==> config.mk <==
export PLATFORM = sky130hd
export DESIGN_NAME = uart_tx_arbiter
export DESIGN_NICKNAME = d
export VERILOG_FILES = /design/src/rtl/uart_tx_arbiter.sv
export SDC_FILE = /design/constraint.sdc
export NUM_CORES = 1
export LEC_CHECK = 0
export ABC_CLOCK_PERIOD_IN_PS = 1850
export CAP_MARGIN = 20
export CORE_MARGIN = 4
export CORE_UTILIZATION = 35
export DETAILED_ROUTE_END_ITERATION = 16
export GPL_TIMING_DRIVEN = 0
export MAX_ROUTING_LAYER = met4
export PLACE_DENSITY = 0.76
export REMOVE_ABC_BUFFERS = 1
export SLEW_MARGIN = 30
export SYNTH_ARGS = -nofsm -noshare
export SYNTH_HDL_FRONTEND = slang
export SYNTH_SLANG_ARGS = --single-unit
==> constraint.sdc <==
create_clock -name CLK -period 1.85 [get_ports CLK]
set_clock_uncertainty 0.1 [all_clocks]
set_input_delay 0.37 -clock CLK [delete_from_list [all_inputs] [get_ports CLK]]
set_output_delay 0.37 -clock CLK [all_outputs]
set_load 0.05 [all_outputs]
==> src/rtl/uart_tx_arbiter.sv <==
// uart_tx_arbiter: round-robin scheduler sharing one UART_TX between NUM_REQ byte sources (optional watchdog via `UART_ARB_WDOG_EN)
module uart_tx_arbiter #(
  parameter int NUM_REQ  = 4,
  parameter int WDOG_CYC = 16
) (
  input  logic                       CLK,
  input  logic                       RST,
  input  logic [NUM_REQ-1:0]         req_valid,
  input  logic [NUM_REQ*8-1:0]       req_data,
  input  logic [NUM_REQ-1:0]         req_par_en,
  input  logic [NUM_REQ-1:0]         req_par_typ,
  output logic [NUM_REQ-1:0]         req_ready,
  input  logic                       busy,
  output logic [7:0]                 P_DATA,
  output logic                       Data_Valid,
  output logic                       PAR_EN,
  output logic                       PAR_TYP,
  output logic [$clog2(NUM_REQ)-1:0] grant_id,
  output logic                       arb_busy,
  output logic                       wdog_err
);
  localparam int GW = $clog2(NUM_REQ);
  typedef enum logic [1:0] {IDLE, ISSUE, WAIT_BUSY, WAIT_DONE} state_t;
  state_t state;
  logic [GW-1:0] rr_ptr, g, nxt;
  logic [2*NUM_REQ-1:0] dbl;
  logic found;
  int s;
`ifdef UART_ARB_WDOG_EN
  localparam int CW = $clog2(WDOG_CYC + 1);
  logic [CW-1:0] wcnt;
`endif
  if (NUM_REQ < 2 || NUM_REQ > 8 || WDOG_CYC < 1) begin : g_bad_cfg
    $error("uart_tx_arbiter: NUM_REQ must be 2..8 and WDOG_CYC >= 1");
  end
  // Rotating the request vector by rr_ptr turns round-robin into a plain lowest-index priority search
  assign dbl = {req_valid, req_valid} >> rr_ptr;
  assign nxt = (grant_id == GW'(NUM_REQ - 1)) ? '0 : grant_id + 1'b1;
  assign arb_busy = state != IDLE;
  assign req_ready = (!RST && state == IDLE && found) ? NUM_REQ'(1) << g : '0;
  // Pick the first valid requester at or after rr_ptr, wrapping modulo NUM_REQ
  always_comb begin
    found = 1'b0;
    g = '0;
    s = 0;
    for (int k = NUM_REQ - 1; k >= 0; k--) begin
      s = int'(rr_ptr) + k;
      s = s >= NUM_REQ ? s - NUM_REQ : s;
      if (dbl[k]) begin
        found = 1'b1;
        g = GW'(s);
      end
    end
  end
  // Frame sequencer: accept, pulse Data_Valid, then follow UART_TX busy to frame end
  always_ff @(posedge CLK) begin
    if (RST) begin
      state <= IDLE;
      rr_ptr <= '0;
      P_DATA <= '0;
      Data_Valid <= 1'b0;
      PAR_EN <= 1'b0;
      PAR_TYP <= 1'b0;
      grant_id <= '0;
      wdog_err <= 1'b0;
`ifdef UART_ARB_WDOG_EN
      wcnt <= '0;
`endif
    end else begin
      Data_Valid <= 1'b0;
      wdog_err <= 1'b0;
      case (state)
        IDLE: if (found) begin
          P_DATA <= req_data[{g, 3'b000} +: 8];
          PAR_EN <= req_par_en[g];
          PAR_TYP <= req_par_typ[g];
          grant_id <= g;
          Data_Valid <= 1'b1;
          state <= ISSUE;
        end
        ISSUE: begin
          state <= WAIT_BUSY;
`ifdef UART_ARB_WDOG_EN
          wcnt <= '0;
`endif
        end
        WAIT_BUSY: if (busy) state <= WAIT_DONE;
`ifdef UART_ARB_WDOG_EN
        else if (wcnt == CW'(WDOG_CYC - 1)) begin
          wdog_err <= 1'b1;
          rr_ptr <= nxt;
          state <= IDLE;
        end else wcnt <= wcnt + 1'b1;
`endif
        WAIT_DONE: if (!busy) begin
          rr_ptr <= nxt;
          state <= IDLE;
        end
        default: state <= IDLE;
      endcase
    end
  end
endmodule

==> results.toml, run 1 <==
[sta]
hold_viol_final = 0
drv_slew = 0
rsz0062_at_grt = "true"
final.setup.tns_ps = -1490
fin_ws_ps = -307
finalSetupViolations = 12
fin_crit_ps = 2160
timing.fmax_mhz = 464
fin_crit_sh_pct = 117

[synth]
synth.cell_area_um2 = 1220
ys_seq_area_share_pct = 27.9
ys_seq_elements = 17
ys_warn_count = 0
synth.area.top_cells = "dfxtp_1 (28%), a21boi_0 (12%), a2111oi_2 (7.4%)"
synth_cell_type_count = 31
yosys.area.top_type = "dfxtp_1"
synth_top_area_share_pct = 27.9
async_flop_share_pct = 0
synth-main-ff-cell = "dfxtp_1"
syn_inst = 142
postSynthAreaPerCell_um2 = 8.60
synth-edff-count = 0

[power]
leakagePower_nw = 0.872
power_density_nw_per_um2 = 1120
seqPwrFrac_pct = 22.1
p_int_w = 0.00124
swShare_pct = 51.1
switchingPower_w = 0.00129
pwr-share-comb_pct = 69.5
power_w = 0.00254
ir_worst_vdd_mv = 0.516
pwr-share-clk_pct = 8.3

[outcome]
status = "finished, violations left"
violations = "negative setup slack"

[placement]
place.gp.congestion = 0.785
preCtsSetupSlack_ps = -1750
port_buffers = 64
dp_hpwl_um = 2840

[finish]
num-fill-cells = 297
final_net_count = 270
drive_above_1_share_pct = 31.3
utilization_pct = 67.3
areaGrowthSynthToFinish_pct = 85.2
diodes = 0

[clocking]
clock_sink_count = 17
cts_tree = "done"
cts_buffers = 3
path_clk_slew_ps = 100
cts_max_level = 1
clock_insertion_delay_worst_skew_ps = 300
max-clock-path-buffers = 2
cts_root_buffer = "clkbuf_4"

[floorplanning]
fp.dieArea_um2 = 4500
initial_utilization_pct = 36.3
die_height_um = 67.1
die_w_um = 67.1
core_um2 = 3360
ioPinCount = 66
rows = 21

[drt]
drt_iter0_markers = 66
dr.pass1.iters = 4
final_antenna_net_count = 0
routed_via_density = 5.47
drc = 0
totalWireLength_um = 5110
via_count = 1438
wl_per_cell_um = 19.4

[worst_setup_path]
critPathRequiredTime_ps = 1380
end_kind = "primary output"
path_common_cell = "buf_4"
rrSetupSlack_ps = -80
crit_type = "reg -> out"
crit_arrival_ps = 1690
startpoint_type = "flip-flop"
crit_buf_inv = 2
cp_slowest_cell = "dfxtp_4"
slowest_delay_ps = 370
critPathTopFamily = "simple AND/OR/NAND/NOR gates"
path_max_fanout = 5
crit_chain = "buf_4, o21bai_2, and2_4, nor4_1, buf_4"

[job]
drv_cap = 0

[worst_hold_path]
hold_path.class = "reg -> reg"

[grt]
overflow = 0
grt_max_degree = 20
grtUsageTotal_pct = 22.5
grt_pass1_wl_um = 7490
antenna_found_initial = 0
first_global_vias = 1570
-- worst paths after layout --
kind,start,end,depth (start not counted)
setup / recovery,rr_ptr[1]$_SDFFE_PP0P_,req_ready[1],5
hold / removal,P_DATA[1]$_SDFFE_PP0P_,P_DATA[1]$_SDFFE_PP0P_,2
setup reg to reg,rr_ptr[1]$_SDFFE_PP0P_,PAR_EN$_SDFFE_PP0P_,7
hold reg to reg,P_DATA[1]$_SDFFE_PP0P_,P_DATA[1]$_SDFFE_PP0P_,2
-- power groups by stage --
| stage | combinational [W] | clock (W) | sequential (W) |
|---|---|---|---|
| finish | 0.00176 | 0.000211 | 0.000561 |
| floorplan | 0.000582 | 0 | 0.000897 |
| detailed placement | 0.00141 | 0 | 0.000568 |
| global route | 0.00188 | 0.000237 | 0.000576 |
| CTS | 0.00154 | 0.000212 | 0.000558 |
| global placement | 0.00137 | 0 | 0.000560 |
-- flip-flops by register name, summed over array words and instances (netlist names) --
register    count
grant_id        2
state           2
Data_Valid      1
P_DATA          8
PAR_EN          1
PAR_TYP         1
rr_ptr          2
-- cell type report --
class / instances / area (um2) / area share, %
timing repair buffer: 81 / 754 / 33.4
multi-input combinational: 110 / 1060 / 46.7
clock inverter: 1 / 5.00 / 0.221
inverter: 5 / 18.8 / 0.830
tap: 46 / 57.6 / 2.54
clock buffer: 3 / 22.5 / 0.996
sequential: 17 / 348 / 15.4
-- per-layer routing --
| metal | routed length, um | GRT usage (%) | up-vias |
|---|---|---|---|
| met1 | 2130 | 27.4 | 694 |
| met2 | 2710 | 38.0 | 56 |
| li1 | - | - | 684 |
| met5 | 0 | - | - |
| met3 | 235 | 3.88 | 4 |
| met4 | 34 | 6.08 | 0 |
-- cells by family (layout without fill, tap and decap cells) --
logic type	Yosys count	count (layout)	share of synthesized area, %
adder cells (fa/ha/maj)	5	5	5.12
flip-flops	17	17	27.9
buffers and inverters	19	90	8.61
multiplexers	3	3	2.46
other	1	1	0.307
AO/OA/AOI/OAI	49	50	35.5
AND/OR/NAND/NOR	48	51	20.2
-- worst register-to-register path: cells and delay by family (launching register included) --
family	cells	cell delay, ps
AO/OA/AOI/OAI	1	290
buffers and inverters	2	270
flip-flops	1	370
multiplexers	1	170
AND/OR/NAND/NOR	3	620
-- cells in the final DEF (no fill, tap or decap), types with 4 or more instances in the layout --
cell type,instances
nor2_1,17
dlygate4sd2_1,14
ha_1,4
dfxtp_1,15
clkdlybuf4s50_1,41
buf_4,18
a211oi_1,9
a21boi_0,13
and2_4,4
a21boi_1,7
nor4_1,11
a2111oi_4,8
-- Yosys cell counts, types with 2 or more instances --
cell	instances
a2111oi_0	3
a2111oi_2	6
a211oi_1	11
a21boi_0	20
a21oi_1	3
and2_1	2
and3_1	2
buf_2	3
buf_4	2
buf_6	3
clkbuf_1	5
dfxtp_1	17
ha_1	5
inv_1	5
mux2i_1	3
nand2_1	4
nand2b_1	2
nor2_1	19
nor2b_1	3
nor4_1	13
-- stage by stage --
stage	hold slack (ps)	std cells	cell area, um2
global placement	370	238	1830
global route	432	263	2260
detailed placement	383	238	1830
CTS	401	256	2060
finish	401	263	2260
floorplan	339	128	1130
-- timing repair --
action / 4_1_cts / 5_1_grt
cloned: 3 / 1
pin swaps: 7 / 8
buffers inserted: 11 / 6
gates resized for setup: 83 / 34
endpoints found under the setup margin: 31 / 17
hold buffers: 0 / 0
Note: power is estimated with default switching activity, not from simulation.
==> inputs of run 2 (changes only) <==
--- a/config.mk
+++ b/config.mk
@@ -11,7 +11,6 @@
 export CORE_UTILIZATION = 35
 export DETAILED_ROUTE_END_ITERATION = 16
 export GPL_TIMING_DRIVEN = 0
-export MAX_ROUTING_LAYER = met4
 export PLACE_DENSITY = 0.76
 export REMOVE_ABC_BUFFERS = 1
 export SLEW_MARGIN = 30
==> run 2 against run 1 <==
Net effect:
- the flow still finishes with violations (negative setup slack)
- first-iteration DRC count increased by 24%
- total power increased by 0.30%
- fmax about the same
- clock power increased by 4%
- utilization unchanged
- sequential share of layout area unchanged
- critical path depth unchanged
- global-route usage decreased by 0.60 points
- sequential power about the same
- largest cell class unchanged
- highest routed layer unchanged
==> results.toml, run 2 (synthesis gave the netlist of run 1 again) <==
[outcome]
status = "finished, violations left"
violations = "negative setup slack"

[placement]
dp_hpwl_um = 2840
port_buffers = 64
place_inst = 238
place.gp.congestion = 0.775

[finish]
drive_above_1_share_pct = 31.3
final_net_count = 270
top_register = "P_DATA"
areaGrowthSynthToFinish_pct = 85.2
largest_reg_flops = 8
mostFrequentLayoutCell = "clkdlybuf4s50_1"
diodes = 0
final_cell_mix = "clkdlybuf4s50_1 (41), buf_4 (18), nor2_1 (17)"
stdcell_count = 263

[floorplanning]
rows = 21
ioPinCount = 66
die_w_um = 67.1
fp.dieArea_um2 = 4500
die_height_um = 67.1
core_um2 = 3360
initial_utilization_pct = 36.3

[drt]
dr.pass1.iters = 4
final_antenna_net_count = 0
via_count = 1443
drt_iter0_markers = 82
routed_via_density = 5.49
totalWireLength_um = 5100
wl_per_cell_um = 19.4
drc = 0

[clocking]
hold_buffers = 0
max-clock-path-buffers = 2
cts_max_level = 1
clock_sink_count = 17
clock_insertion_delay_worst_skew_ps = 300
cts_root_buffer = "clkbuf_4"
cts_tree = "done"
cts_buffers = 3
path_clk_slew_ps = 110

[sta]
rsz0062_at_grt = "true"
drv_slew = 0
timing.fmax_mhz = 463
final.setup.tns_ps = -1500
hold_viol_final = 0
fin_crit_ps = 2160
finalSetupViolations = 12
fin_crit_sh_pct = 117
fin_ws_ps = -309

[power]
seqPwrFrac_pct = 22.1
power_density_nw_per_um2 = 1120
switchingPower_w = 0.00130
pwr-share-clk_pct = 8.6
ir_worst_vdd_mv = 0.521
pwr-share-comb_pct = 69.3
swShare_pct = 51.2
leakagePower_nw = 0.872
p_int_w = 0.00124

[worst_setup_path]
cp_slowest_cell = "dfxtp_4"
end_kind = "primary output"
critPathRequiredTime_ps = 1380
r2r_start = "rr_ptr[1]$_SDFFE_PP0P_"
path_common_cell = "buf_4"
path_max_fanout = 5
crit_type = "reg -> out"
crit_arrival_ps = 1690
slowest_delay_ps = 370
crit_chain = "buf_4, o21bai_2, and2_4, nor4_1, buf_4"
startpoint_type = "flip-flop"
cp-startpoint = "rr_ptr[1]$_SDFFE_PP0P_"

[worst_hold_path]
hold_path.class = "reg -> reg"
hold_start = "P_DATA[1]$_SDFFE_PP0P_"

[grt]
grt_max_degree = 20
overflow = 0
first_global_vias = 1575
grtUsageTotal_pct = 21.9
grt_pass1_wl_um = 7480
antenna_found_initial = 0

[job]
drv_cap = 0
==> run 2: cell counts in the layout (fill, tap and decap cells not counted) <==
Identical to the previous run, type by type.
==> run 2: critical path, delay by kind of cell (launching register included) <==
family,cells,cell delay [ps]
and+or+nand+nor,2,430
buffers and inverters,2,390
DFF,1,370
AOI/OAI and AO/OA,1,190
==> run 2: path summary, 6_finish.rpt <==
kind	end	slack, ps	depth (start not counted)
max	req_ready[1]	-310	5
min	P_DATA[1]$_SDFFE_PP0P_	400	2
max reg2reg	PAR_EN$_SDFFE_PP0P_	-80	7
min reg2reg	P_DATA[1]$_SDFFE_PP0P_	400	2
==> run 2: cell type report <==
type | instances | area, um2
Clock buffer | 3 | 22.5
Timing Repair Buffer | 81 | 754
Sequential cell | 17 | 348
Clock inverter | 1 | 5.00
Tap cell | 46 | 57.6
Inverter | 5 | 18.8
Multi-Input combinational cell | 110 | 1060
Fill cell | 297 | 1100
==> run 2: power by group through the flow <==
stage | Combinational, W | Clock (W) | Sequential, W
floorplan | 0.000582 | 0 | 0.000897
global placement | 0.00137 | 0 | 0.000560
detailed placement | 0.00141 | 0 | 0.000568
CTS | 0.00154 | 0.000212 | 0.000558
global route | 0.00188 | 0.000237 | 0.000576
finish | 0.00176 | 0.000219 | 0.000561
==> run 2: routing by layer <==
layer / wire, um / vias up / track usage (%)
li1: - / 684 / -
met1: 2050 / 701 / 26.2
met2: 2680 / 54 / 38.0
met3: 331 / 4 / 5.73
met4: 34 / 0 / 6.08
met5: 0 / - / 0
==> run 2: per-stage QoR <==
stage | hold slack (ps) | area [um2] | setup WS [ps] | util (%) | total power, W
after floorplan | 339 | 1130 | -1290 | - | 0.00148
final | 402 | 2260 | -309 | 67.3 | 0.00254
after global routing | 432 | 2260 | -359 | 67.3 | 0.00269
after detailed placement | 383 | 1830 | -1750 | 54.5 | 0.00198
after CTS | 401 | 2060 | -307 | 61.2 | 0.00231
after global placement | 370 | 1830 | -1700 | 54.5 | 0.00193
==> run 2: repair_timing <==
| action | CTS | global route |
|---|---|---|
| setup buffers | 11 | 6 |
| pin swaps | 7 | 8 |
| gates resized for setup | 83 | 34 |
| gates cloned | 3 | 1 |
| endpoints found under the setup margin | 31 | 17 |
